## src/rtl/eu_icon_rdarb_pkg.sv

```systemverilog
// Shared types for the EU interconnect read-port arbiter.
// Build option: EU_RDARB_RETRY_LIMIT_EN (see eu_icon_rdarb.sv).
package eu_icon_rdarb_pkg;

    localparam int unsigned EXEC_UNIT_ADDR_W = 16;
    localparam int unsigned EXEC_UNIT_DATA_W = 32;

    typedef logic [EXEC_UNIT_ADDR_W-1:0] type_exec_unit_addr;
    typedef logic [EXEC_UNIT_DATA_W-1:0] type_exec_unit_data;

    typedef enum logic {
        ARB_IDLE  = 1'b0,
        ARB_GRANT = 1'b1
    } type_eu_rdarb_state;

endpackage

```

## src/rtl/eu_rr_picker.sv

```systemverilog
// Combinational round-robin picker: first requesting, unmasked index
// found searching upward from ptr_i, wrapping at NUM_REQ-1.
module eu_rr_picker #(
    parameter int unsigned NUM_REQ = 4,
    parameter int unsigned PTR_W   = $clog2(NUM_REQ)
) (
    input  logic [NUM_REQ-1:0] req_i,
    input  logic [NUM_REQ-1:0] mask_i,
    input  logic [PTR_W-1:0]   ptr_i,
    output logic               hit_o,
    output logic [PTR_W-1:0]   idx_o
);

    logic [PTR_W:0] w_pos;

    // Scan all candidates in priority order starting at the pointer
    always_comb begin
        hit_o = 1'b0;
        idx_o = '0;
        w_pos = '0;
        for (int unsigned k = 0; k < NUM_REQ; k++) begin
            w_pos = {1'b0, ptr_i} + (PTR_W+1)'(k);
            if (w_pos >= (PTR_W+1)'(NUM_REQ)) begin
                w_pos = w_pos - (PTR_W+1)'(NUM_REQ);
            end
            if (!hit_o && req_i[w_pos[PTR_W-1:0]] && !mask_i[w_pos[PTR_W-1:0]]) begin
                hit_o = 1'b1;
                idx_o = w_pos[PTR_W-1:0];
            end
        end
    end

endmodule

```

## src/rtl/eu_icon_rdarb.sv

```systemverilog
// Round-robin arbiter sharing the EU cache tx X-buffer read port among
// NUM_REQ foreign requesters. One request is latched at a time, retried on
// miss, and answered with a one-cycle response pulse.
// Build option: EU_RDARB_RETRY_LIMIT_EN forfeits a grant after RETRY_LIMIT
// consecutive misses; without it the grant is held until hit or withdrawal.
`ifndef EU_RDARB_NUM_REQ
`define EU_RDARB_NUM_REQ 4
`endif

module eu_icon_rdarb
    import eu_icon_rdarb_pkg::*;
#(
    parameter int unsigned NUM_REQ     = `EU_RDARB_NUM_REQ,
    parameter int unsigned RETRY_LIMIT = 8
) (
    input  logic                             clk,
    input  logic                             reset,
    input  logic [NUM_REQ-1:0]               req_valid_i,
    input  type_exec_unit_addr [NUM_REQ-1:0] req_addr_i,
    output logic [NUM_REQ-1:0]               resp_valid_o,
    output logic [NUM_REQ-1:0]               resp_retry_o,
    output type_exec_unit_data               resp_data_o,
    output type_exec_unit_addr               icon_raddr_o,
    output logic                             icon_rvalid_o,
    input  type_exec_unit_data               icon_rdata_i,
    input  logic                             icon_rsuccess_i,
    output logic                             busy_o
);

    localparam int unsigned PTR_W = $clog2(NUM_REQ);

    type_eu_rdarb_state r_state, w_state_nxt;
    logic [PTR_W-1:0]   r_ptr, r_gidx;
    logic [PTR_W-1:0]   w_gidx_inc, w_pick_ptr, w_pick_idx, w_ptr_nxt;
    logic [NUM_REQ-1:0] w_gsel, w_pick_mask, w_resp_valid_nxt;
    logic [NUM_REQ-1:0] r_resp_valid;
    type_exec_unit_addr r_gaddr;
    type_exec_unit_data r_resp_data;
    logic               r_active;
    logic               w_hit, w_grant, w_withdraw, w_limit, w_done, w_load, w_take_data;

    assign w_grant    = (r_state == ARB_GRANT);
    assign w_gsel     = NUM_REQ'(1) << r_gidx;
    assign w_gidx_inc = (r_gidx == PTR_W'(NUM_REQ-1)) ? '0 : r_gidx + PTR_W'(1);
    assign w_withdraw = w_grant && !req_valid_i[r_gidx];
    assign w_done     = w_grant && !w_withdraw && (icon_rsuccess_i || w_limit);

    // In IDLE pick from the pointer; in GRANT pre-compute the completion re-pick
    assign w_pick_ptr  = w_grant ? w_gidx_inc : r_ptr;
    assign w_pick_mask = w_grant ? w_gsel : '0;

    eu_rr_picker #(
        .NUM_REQ (NUM_REQ),
        .PTR_W   (PTR_W)
    ) u_picker (
        .req_i  (req_valid_i),
        .mask_i (w_pick_mask),
        .ptr_i  (w_pick_ptr),
        .hit_o  (w_hit),
        .idx_o  (w_pick_idx)
    );

`ifdef EU_RDARB_RETRY_LIMIT_EN
    localparam int unsigned RCNT_W = $clog2(RETRY_LIMIT+1);

    logic [RCNT_W-1:0]  r_rcnt, w_rcnt_nxt;
    logic [NUM_REQ-1:0] r_resp_retry, w_resp_retry_nxt;

    assign w_limit = (r_rcnt == RCNT_W'(RETRY_LIMIT-1));

    // Miss counter and forfeit pulse
    always_comb begin
        w_rcnt_nxt       = r_rcnt;
        w_resp_retry_nxt = '0;
        if (w_load) begin
            w_rcnt_nxt = '0;
        end else if (w_grant && !w_withdraw && !icon_rsuccess_i) begin
            w_rcnt_nxt = r_rcnt + RCNT_W'(1);
        end
        if (w_done && !icon_rsuccess_i) begin
            w_resp_retry_nxt = w_gsel;
        end
    end

    // Retry state registers
    always_ff @(posedge clk or posedge reset) begin
        if (reset) begin
            r_rcnt       <= '0;
            r_resp_retry <= '0;
        end else begin
            r_rcnt       <= w_rcnt_nxt;
            r_resp_retry <= w_resp_retry_nxt;
        end
    end

    assign resp_retry_o = r_resp_retry;
`else
    assign w_limit = 1'b0;
    // Legal RETRY_LIMIT is at least 1, so this ties the forfeit pulses low
    assign resp_retry_o = {NUM_REQ{RETRY_LIMIT == 0}};
`endif

    // FSM state register
    always_ff @(posedge clk or posedge reset) begin
        if (reset) begin
            r_state <= ARB_IDLE;
        end else begin
            r_state <= w_state_nxt;
        end
    end

    // FSM next state: withdrawal wins over completion; completion re-picks
    always_comb begin
        w_state_nxt = r_state;
        case (r_state)
            ARB_IDLE: begin
                if (w_hit) w_state_nxt = ARB_GRANT;
            end
            ARB_GRANT: begin
                if (w_withdraw || (w_done && !w_hit)) w_state_nxt = ARB_IDLE;
            end
            default: w_state_nxt = ARB_IDLE;
        endcase
    end

    // FSM outputs: grant load, pointer advance, response pulse
    always_comb begin
        w_load           = 1'b0;
        w_ptr_nxt        = r_ptr;
        w_resp_valid_nxt = '0;
        w_take_data      = 1'b0;
        case (r_state)
            ARB_IDLE: begin
                w_load = w_hit;
            end
            ARB_GRANT: begin
                if (w_withdraw) begin
                    w_ptr_nxt = w_gidx_inc;
                end else if (w_done) begin
                    w_ptr_nxt = w_gidx_inc;
                    w_load    = w_hit;
                    if (icon_rsuccess_i) begin
                        w_resp_valid_nxt = w_gsel;
                        w_take_data      = 1'b1;
                    end
                end
            end
            default: ;
        endcase
    end

    // Grant latches, pointer and registered outputs
    always_ff @(posedge clk or posedge reset) begin
        if (reset) begin
            r_ptr        <= '0;
            r_gidx       <= '0;
            r_gaddr      <= '0;
            r_active     <= 1'b0;
            r_resp_valid <= '0;
            r_resp_data  <= '0;
        end else begin
            r_ptr        <= w_ptr_nxt;
            r_active     <= (w_state_nxt == ARB_GRANT);
            r_resp_valid <= w_resp_valid_nxt;
            if (w_load) begin
                r_gidx  <= w_pick_idx;
                r_gaddr <= req_addr_i[w_pick_idx];
            end
            if (w_take_data) begin
                r_resp_data <= icon_rdata_i;
            end
        end
    end

    assign resp_valid_o  = r_resp_valid;
    assign resp_data_o   = r_resp_data;
    assign icon_raddr_o  = r_gaddr;
    assign icon_rvalid_o = r_active;
    assign busy_o        = r_active;

endmodule

```

## config.mk

```make
export PLATFORM = sky130hd
export DESIGN_NAME = eu_icon_rdarb
export DESIGN_NICKNAME = d
export VERILOG_FILES = /design/src/rtl/eu_icon_rdarb_pkg.sv /design/src/rtl/eu_rr_picker.sv /design/src/rtl/eu_icon_rdarb.sv
export SDC_FILE = /design/constraint.sdc
export NUM_CORES = 1
export LEC_CHECK = 0
export CORE_UTILIZATION = 57
export DETAILED_ROUTE_END_ITERATION = 10
export DONT_BUFFER_PORTS = 1
export GPL_ROUTABILITY_DRIVEN = 0
export PLACE_DENSITY_LB_ADDON = 0.1
export SETUP_SLACK_MARGIN = 0.05
export SLEW_MARGIN = 20
export SYNTH_ARGS = -nofsm -noshare
export SYNTH_HDL_FRONTEND = slang
export SYNTH_SLANG_ARGS = --single-unit
```

## constraint.sdc

```tcl
create_clock -name clk -period 2.6 [get_ports clk]
set_input_delay 0.52 -clock clk [delete_from_list [all_inputs] [get_ports clk]]
set_output_delay 0.52 -clock clk [all_outputs]
set_load 0.005 [all_outputs]
```

==> results of run 1 <==
## routing by layer
| layer | wire length, µm | vias up | GRT usage |
|---|---|---|---|
| met5 | 0 | - | 0 |
| met4 | 166 | 0 | 0.0962 |
| met3 | 783 | 15 | 0.0976 |
| met2 | 4390 | 150 | 0.432 |
| met1 | 3090 | 1136 | 0.311 |
| li1 | - | 1034 | - |
## state kept, by name (all words and copies together) (netlist names)
| signal | flops |
|---|---|
| icon_raddr_o | 16 |
| busy_o | 1 |
| r_gidx | 2 |
| resp_data_o | 32 |
| resp_valid_o | 4 |
| r_ptr | 2 |
## layout make-up
type,instances,area (µm²),share of cell area
Multi-Input combinational cell,184,1960,0.479
Sequential cell,57,1430,0.349
Timing Repair Buffer,33,408,0.0997
Clock buffer,11,141,0.0345
Tap cell,70,87.6,0.0214
Inverter,10,37.5,0.00917
Clock inverter,5,31.3,0.00764
## final timing paths
kind                            cells past startpoint                           end                         from
worst max-delay path                               11   icon_raddr_o[5]$_DFFE_PP0P_        r_gidx[0]$_DFFE_PP0P_
worst min-delay path                                2    resp_data_o[1]$_DFFE_PP0P_                        reset
worst max register to register                     11   icon_raddr_o[5]$_DFFE_PP0P_        r_gidx[0]$_DFFE_PP0P_
worst min register to register                      2   icon_raddr_o[2]$_DFFE_PP0P_  icon_raddr_o[2]$_DFFE_PP0P_
max in group asynchronous                           2  icon_raddr_o[10]$_DFFE_PP0P_                        reset
min in group clk                                    1   resp_data_o[10]$_DFFE_PP0P_             icon_rdata_i[10]
## cells in the final DEF (no fill, tap or decap), types with 2 or more instances in the layout
| cell | instances |
|---|---|
| dfrtp_1 | 56 |
| mux2_2 | 35 |
| nand2_1 | 26 |
| buf_4 | 18 |
| mux2i_1 | 14 |
| o221ai_2 | 13 |
| mux2i_2 | 12 |
| clkbuf_8 | 10 |
| nor2_1 | 8 |
| mux2i_4 | 8 |
| inv_1 | 7 |
| buf_6 | 6 |
| a21oi_1 | 5 |
| buf_12 | 5 |
| nor2b_1 | 4 |
| conb_1 | 4 |
| and3_1 | 3 |
| inv_2 | 3 |
| ha_4 | 3 |
| clkinv_2 | 3 |
| o221ai_1 | 2 |
| o22ai_4 | 2 |
| a21oi_4 | 2 |
| nand2_2 | 2 |
| o21a_1 | 2 |
| o221ai_4 | 2 |
| buf_16 | 2 |
| clkbuf_16 | 2 |
## repair_timing
action                     CTS  global route
pin swaps                    5            19
gates resized for setup     24            47
setup buffers               10             3
setup endpoints to repair   16            18
gates cloned                 3             2
## cell families after synthesis
family / share of synthesized area
AOI/OAI and AO/OA: 0.141
adders and majority gates: 0.0156
buffers and inverters: 0.0639
DFF: 0.444
muxes: 0.239
other: 0.00117
and+or+nand+nor: 0.0951
## worst register-to-register path: cells and delay by family, from the launching register on
kind	cells	cell delay, ps
flip-flops	1	400
multiplexers	2	360
adder cells (fa/ha/maj)	1	290
buffers and inverters	4	570
AO/OA/AOI/OAI	4	920
## power groups by stage
stage	Clock [mW]	Sequential (mW)	Combinational, mW
final	0.707	1.75	6.59
after global routing	0.770	1.79	6.92
after global placement	0	1.74	4.15
after detailed placement	0	1.75	4.20
after floorplan	0	1.62	3.53
after CTS	0.731	1.74	5.42
==> key figures, run 1 <==
Clock network
  • # H-tree levels: 3
  • CTS Buffer Depth: 2
  • Clk sinks: 57
  • CTS Buf Count: 9
  • CTS clk-pin slew, worst paths: roughly 70 ps
  • Worst skew pair latency: ~320 ps
  • Clock root cell: clkbuf_8
  • CTS tree: done
  • Cts hold-fix bufs: 0

Global routing
  • Number of global-route vias before repair: 2380
  • Antenna violations before repair: 0
  • Gr ovfl total: 0
  • First-pass GRT wire length: 11.7 mm
  • Global-route usage over all layers: 0.261
  • Largest net degree at the start of global routing: a little under 60

Power
  • Clock power frac: 0.078
  • LEAKAGE: 1.69 nW
  • PnR Total Power: approximately 9.0 mW
  • Switching part of the total: 0.410
  • Sw power: 3.71 mW
  • Combinational group share of total power: 0.728
  • Worst vdd ir: around 0.0016 V
  • Internal power: 5.34 mW
  • Pwr Density: roughly 2200 nW/µm²
  • Reg power frac: 0.193

Worst setup path
  • CP Launch Type: flip-flop
  • WS Path Type: reg -> reg
  • Critical path buffers and inverters: 4
  • Crit-path max FO: 7
  • Reg2reg setup slack: -70 ps
  • Crit-path leading delay family: compound AO/OA/AOI/OAI gates
  • Critical Path End Type: flip-flop
  • CP max-delay cell: dfrtp_1
  • Cell mode on critical path: mux2i_1
  • Critical path arrival: around 2900 ps
  • CP peak stage delay: 400 ps
  • CP Cell Sequence: inv_2 > ha_4 > mux2i_1 > buf_4 > o32ai_2 > o2111ai_2 > o211ai_4 > buf_6 > buf_16 > mux2i_1 > o221ai_1
  • Worst EP required: between 2000 and 3000 ps

STA
  • Final Hold Vio Count: 0
  • RSZ-0062 raised after global routing: true
  • Min cycle time layout: 2670 ps
  • Final setup viols: 14
  • Max Transition Viols Final: 0
  • Setup_tns: -274 ps
  • Share of the cycle needed by the critical path after routing: 1.03
  • Post-route setup slack: -69.8 ps
  • Maximum clock frequency: 375 MHz
  • Clock skew: 6.96 ps
  • Hold_ws: ~120 ps

Cells and area
  • # diodes: 0
  • Design area: 4090 µm²
  • # nets final: about 400
  • Post-layout util: 0.777
  • Fillers: 320
  • Final non-filler cell total: 370
  • Share of layout cells above drive strength 1: 0.503
  • Area grow syn2layout: 27.5%

Logic synthesis
  • Synth Area per Inst: 11.9 µm²
  • Top-count cell post-synth: dfrtp_1
  • Mapped Cells: 269
  • Synth top cells by count: 57 x dfrtp_1, 36 x mux2_2, 34 x mux2i_1, 28 x nand2_1
  • Synthesis-stage register bit count: 57
  • Area leader, netlist: dfrtp_1
  • Post-synthesis cell area: about 3200 µm²
  • Warnings from Yosys: 0
  • Register area share after synthesis: 0.444
  • Top FF cell, synth: dfrtp_1
  • Post-synth top area share: 0.444
  • Top cells by area, synth: dfrtp_1 44%, mux2_2 13%, mux2i_1 11%
  • Post-synth EDFFs: 0
  • Ys async rst share: 1.00
  • Synth unique cells: just under 50

Route
  • Antenna viol nets, final: 0
  • Drt first pass iters: 4
  • Detailed-route vias per instance: between 6 and 7
  • DR WL/cell: 22.8 µm
  • Drc violations: 0
  • Number of DRC markers in iteration 0: 115
  • DRT Wirelength: 8.43 mm
  • Vias post-DR: 2335

Floorplanning
  • Num ports: 161
  • Die Y: a little under 80 µm
  • Die Span X: ~77 µm
  • Initial Util: 0.609
  • Die area: 5940 µm²
  • Placement row count: 26
  • Core Footprint: 5270 µm²

Placement
  • # port buffers: 0
  • Dpl cells: 337
  • DP HPWL: 5.00 mm
  • Area post-placement: about 3400 µm²
  • Worst slack at placement: -80.3 ps

Worst hold path
  • Worst Hold Class: in -> async

Run status
  • Violated checks: negative setup slack
  • Status: complete, but fails checks

Run
  • Max cap viols: 0
(Power assumes the default switching activity.)
==> run 2: changes to the inputs <==
--- a/config.mk
+++ b/config.mk
@@ -5,7 +5,8 @@
 export SDC_FILE = /design/constraint.sdc
 export NUM_CORES = 1
 export LEC_CHECK = 0
-export CORE_UTILIZATION = 57
+export ABC_AREA = 1
+export CORE_UTILIZATION = 30
 export DETAILED_ROUTE_END_ITERATION = 10
 export DONT_BUFFER_PORTS = 1
 export GPL_ROUTABILITY_DRIVEN = 0
==> run 2 against run 1 <==
Compared with the run above: the run now ends clean; non-clock buffer count fell by 11; sequential cell count did not move; synthesized area rose by 7.3%; global-route usage shrank 10 points; first-iteration DRC count increased by 23%; routed wire length is 11% higher; maximum frequency grew 12%; register-to-register slack improved by 280 ps; utilization decreased by 41 points; via count grew 33%; critical path type unchanged.
==> key figures, run 2 <==
Global routing
  • Number of global-route vias before repair: 2989 (+26%)
  • Gr ovfl total: 0 (unchanged)
  • Global-route usage over all layers: 0.161 (-0.101)
  • Antenna violations before repair: 0 (unchanged)
  • Largest net degree at the start of global routing: 40 (-31%)
  • First-pass GRT wire length: 14.6 mm (+25%)

Logic synthesis
  • Ys async rst share: 1.00 (unchanged)
  • Post-synthesis mux area share: 0 (-0.239)
  • Largest family of logic cells by synthesized area: simple AND/OR/NAND/NOR gates
  • Area leader, netlist: dfrtp_1
  • Synth top cells by count: 222 x nand2_1, 73 x nand3_1, 72 x inv_1, 57 x dfrtp_1, 12 x nor2_1
  • Top FF cell, synth: dfrtp_1
  • Post-Synth XOR/XNOR Area: 0 (unchanged)
  • Post-synth top area share: 0.414 (-0.0302)
  • Register area share after synthesis: 0.414 (-0.0302)
  • Top cells by area, synth: dfrtp_1 41%, nand2_1 24%, nand3_1 11%
  • Mapped Cells: 508 (+89%)
  • Post-synth EDFFs: 0 (unchanged)
  • Warnings from Yosys: 0 (unchanged)
  • Simple-gate area share of the yosys netlist: 0.423 (+0.328)
  • Top-count cell post-synth: nand2_1
  • Synth Area per Inst: 6.78 µm² (-43%)
  • Synthesis-stage register bit count: 57 (unchanged)
  • Synth Area in Compound Gates: 0.0247 (-0.116)
  • Post-synthesis cell area: 3440 µm² (+7.3%)
  • Adder-Cell Fraction of Synth Area: 0.0145 (-0.00106)
  • Synth unique cells: 28 (-43%)

STA
  • Final setup viols: 0 (-14)
  • Clock skew: 9.72 ps (+2.76 ps)
  • Max Transition Viols Final: 0 (unchanged)
  • RSZ-0062 raised after global routing: false
  • Maximum clock frequency: 419 MHz (+12%)
  • Min cycle time layout: 2390 ps (-284 ps)
  • Final Hold Vio Count: 0 (unchanged)
  • Setup_tns: 0 ps (+274 ps)
  • Share of the cycle needed by the critical path after routing: 0.918 (-0.109)

Worst setup path
  • CP Launch Type: flip-flop
  • Critical path arrival: 2600 ps (-270 ps)
  • R2r worst-path depth: 17 (+6)
  • Worst reg2reg endpoint: icon_raddr_o[4]$_DFFE_PP0P_
  • WS Path Type: reg -> reg
  • Crit-path max FO: 20 (+13)
  • Reg-to-reg startpoint: r_gidx[1]$_DFFE_PP0P_
  • Worst EP required: 2810 ps (about the same)
  • Critical Path End Type: flip-flop
  • Reg2reg setup slack: 210 ps (+280 ps)

Clock network
  • # H-tree levels: 3 (unchanged)
  • CTS Buffer Depth: 2 (unchanged)
  • Clk sinks: 57 (unchanged)
  • Worst skew pair latency: 330 ps (about the same)
  • Clock root cell: clkbuf_16
  • CTS tree: done
  • CTS clk-pin slew, worst paths: 60 ps (about the same)
  • CTS Buf Count: 9 (unchanged)

Route
  • DRT Wirelength: 9.39 mm (+11%)
  • Antenna viol nets, final: 0 (unchanged)
  • DR WL/cell: 14.1 µm (-38%)
  • Number of DRC markers in iteration 0: 141 (+23%)
  • Detailed-route vias per instance: 4.67 (-26%)
  • Vias post-DR: 3115 (+33%)
  • Drt first pass iters: 4 (unchanged)
  • Drc violations: 0 (unchanged)

Floorplanning
  • Die area: 11900 µm² (+100%)
  • Core Footprint: 11000 µm² (+110%)
  • Die Y: 109 µm (+42%)
  • Initial Util: 0.312 (-0.297)
  • Num ports: 161 (unchanged)
  • Die Span X: 109 µm (+42%)
  • Placement row count: 38 (+46%)

Cells and area
  • Share of layout cells above drive strength 1: 0.131 (-0.372)
  • Most frequent cells in the layout: 218 x nand2_1, 71 x nand3_1, 70 x inv_1
  • Max reg flops: 32 (unchanged)
  • # nets final: 629 (+56%)
  • Area grow syn2layout: 17.1%
  • Most common cell after layout, fill and taps aside: nand2_1
  • # diodes: 0 (unchanged)

Run status
  • Status: completed

Placement
  • # port buffers: 0 (unchanged)
  • DP HPWL: 7.00 mm (+40%)

Run
  • Max cap viols: 0 (unchanged)

Worst hold path
  • Worst Hold Class: in -> async
==> run 2: changes by cell type after synthesis, sizes merged, moves of 6 or more <==
cell    change
nand2     +205
nand3      +75
inv        +65
mux2       -36
mux2i      -34
o221ai     -17
nor2        +7
o21ai       +6
==> run 2: what timing repair did <==
| item | 4_1_cts | 5_1_grt |
|---|---|---|
| endpoints found under the hold margin | 0 | 0 |
| resized for setup | 0 | 14 |
| hold buffers | 0 | 0 |
| setup buffers | 0 | 7 |
| setup endpoints to repair | 0 | 18 |
==> run 2: cells by family (layout without fill, tap and decap cells) <==
kind of cell / count (synthesis) / count (layout)
compound gates: 15 / 15
fa+ha+maj: 4 / 4
buf+inv: 97 / 113
flops: 57 / 57
other cells: 1 / 4
simple gates: 334 / 334
==> run 2: stage by stage <==
stage | util | hold WS (ps) | setup WS [ps] | std cells | cell area [µm²]
3_3_place_gp | 0.327 | 436 | 141 | 643 | 3610
2_1_floorplan | - | 472 | 316 | 511 | 3460
5_1_grt | 0.366 | 92.7 | 20.8 | 667 | 4030
6_report | 0.366 | 59.5 | 214 | 667 | 4030
4_1_cts | 0.353 | 75.1 | 64.9 | 659 | 3900
3_5_place_dp | 0.327 | 432 | 73.1 | 643 | 3610
==> run 2: routing by layer <==
layer | vias up | routed length, µm | share of wire | global-route usage
met5 | - | 0 | 0 | 0
met4 | 0 | 99 | 0.011 | 0.0463
met3 | 9 | 545 | 0.058 | 0.0454
met2 | 94 | 4630 | 0.49 | 0.269
met1 | 1452 | 4120 | 0.44 | 0.199
li1 | 1560 | - | - | -
==> run 2: area by class of cell <==
type                       instances  area (µm²)
fill                            1223        7000
multi-input combinational        357        1660
sequential                        57        1430
inverter                          75         284
clock buffer                       9         225
timing repair buffer              22         199
tap                              140         175
clock inverter                     7        61.3
==> run 2: how the worst max path moves through the flow <==
stage                           from                      endpoint  slack [ps]  depth (start not counted)
3_5_place_dp   r_gidx[1]$_DFFE_PP0P_   icon_raddr_o[4]$_DFFE_PP0P_          70                         15
2_1_floorplan  r_gidx[0]$_DFFE_PP0P_  icon_raddr_o[10]$_DFFE_PP0P_         320                         18
6_report       r_gidx[1]$_DFFE_PP0P_   icon_raddr_o[4]$_DFFE_PP0P_         210                         17
5_1_grt        r_gidx[0]$_DFFE_PP0P_   icon_raddr_o[4]$_DFFE_PP0P_          20                         15
3_3_place_gp   r_gidx[1]$_DFFE_PP0P_  icon_raddr_o[12]$_DFFE_PP0P_         140                         18
4_1_cts        r_gidx[1]$_DFFE_PP0P_   icon_raddr_o[4]$_DFFE_PP0P_          60                         15
==> run 2: worst max-delay path: stages (launching register included) <==
cell,delay (ps)
dfrtp_1,400
inv_2,80
ha_4,280
inv_1,40
nand2_1,60
nand2_2,80
nand2_1,80
nand2_2,70
nand3_1,90
nand2_2,90
nor2_4,180
nand3_4,120
nand2_4,90
nand2_4,90
buf_12,160
or2_0,200
nand3_1,90
nand3_1,80
Power of run 2 is not shown: default switching activity piles up to over one toggle a cycle in this logic, so the estimate is an artifact.
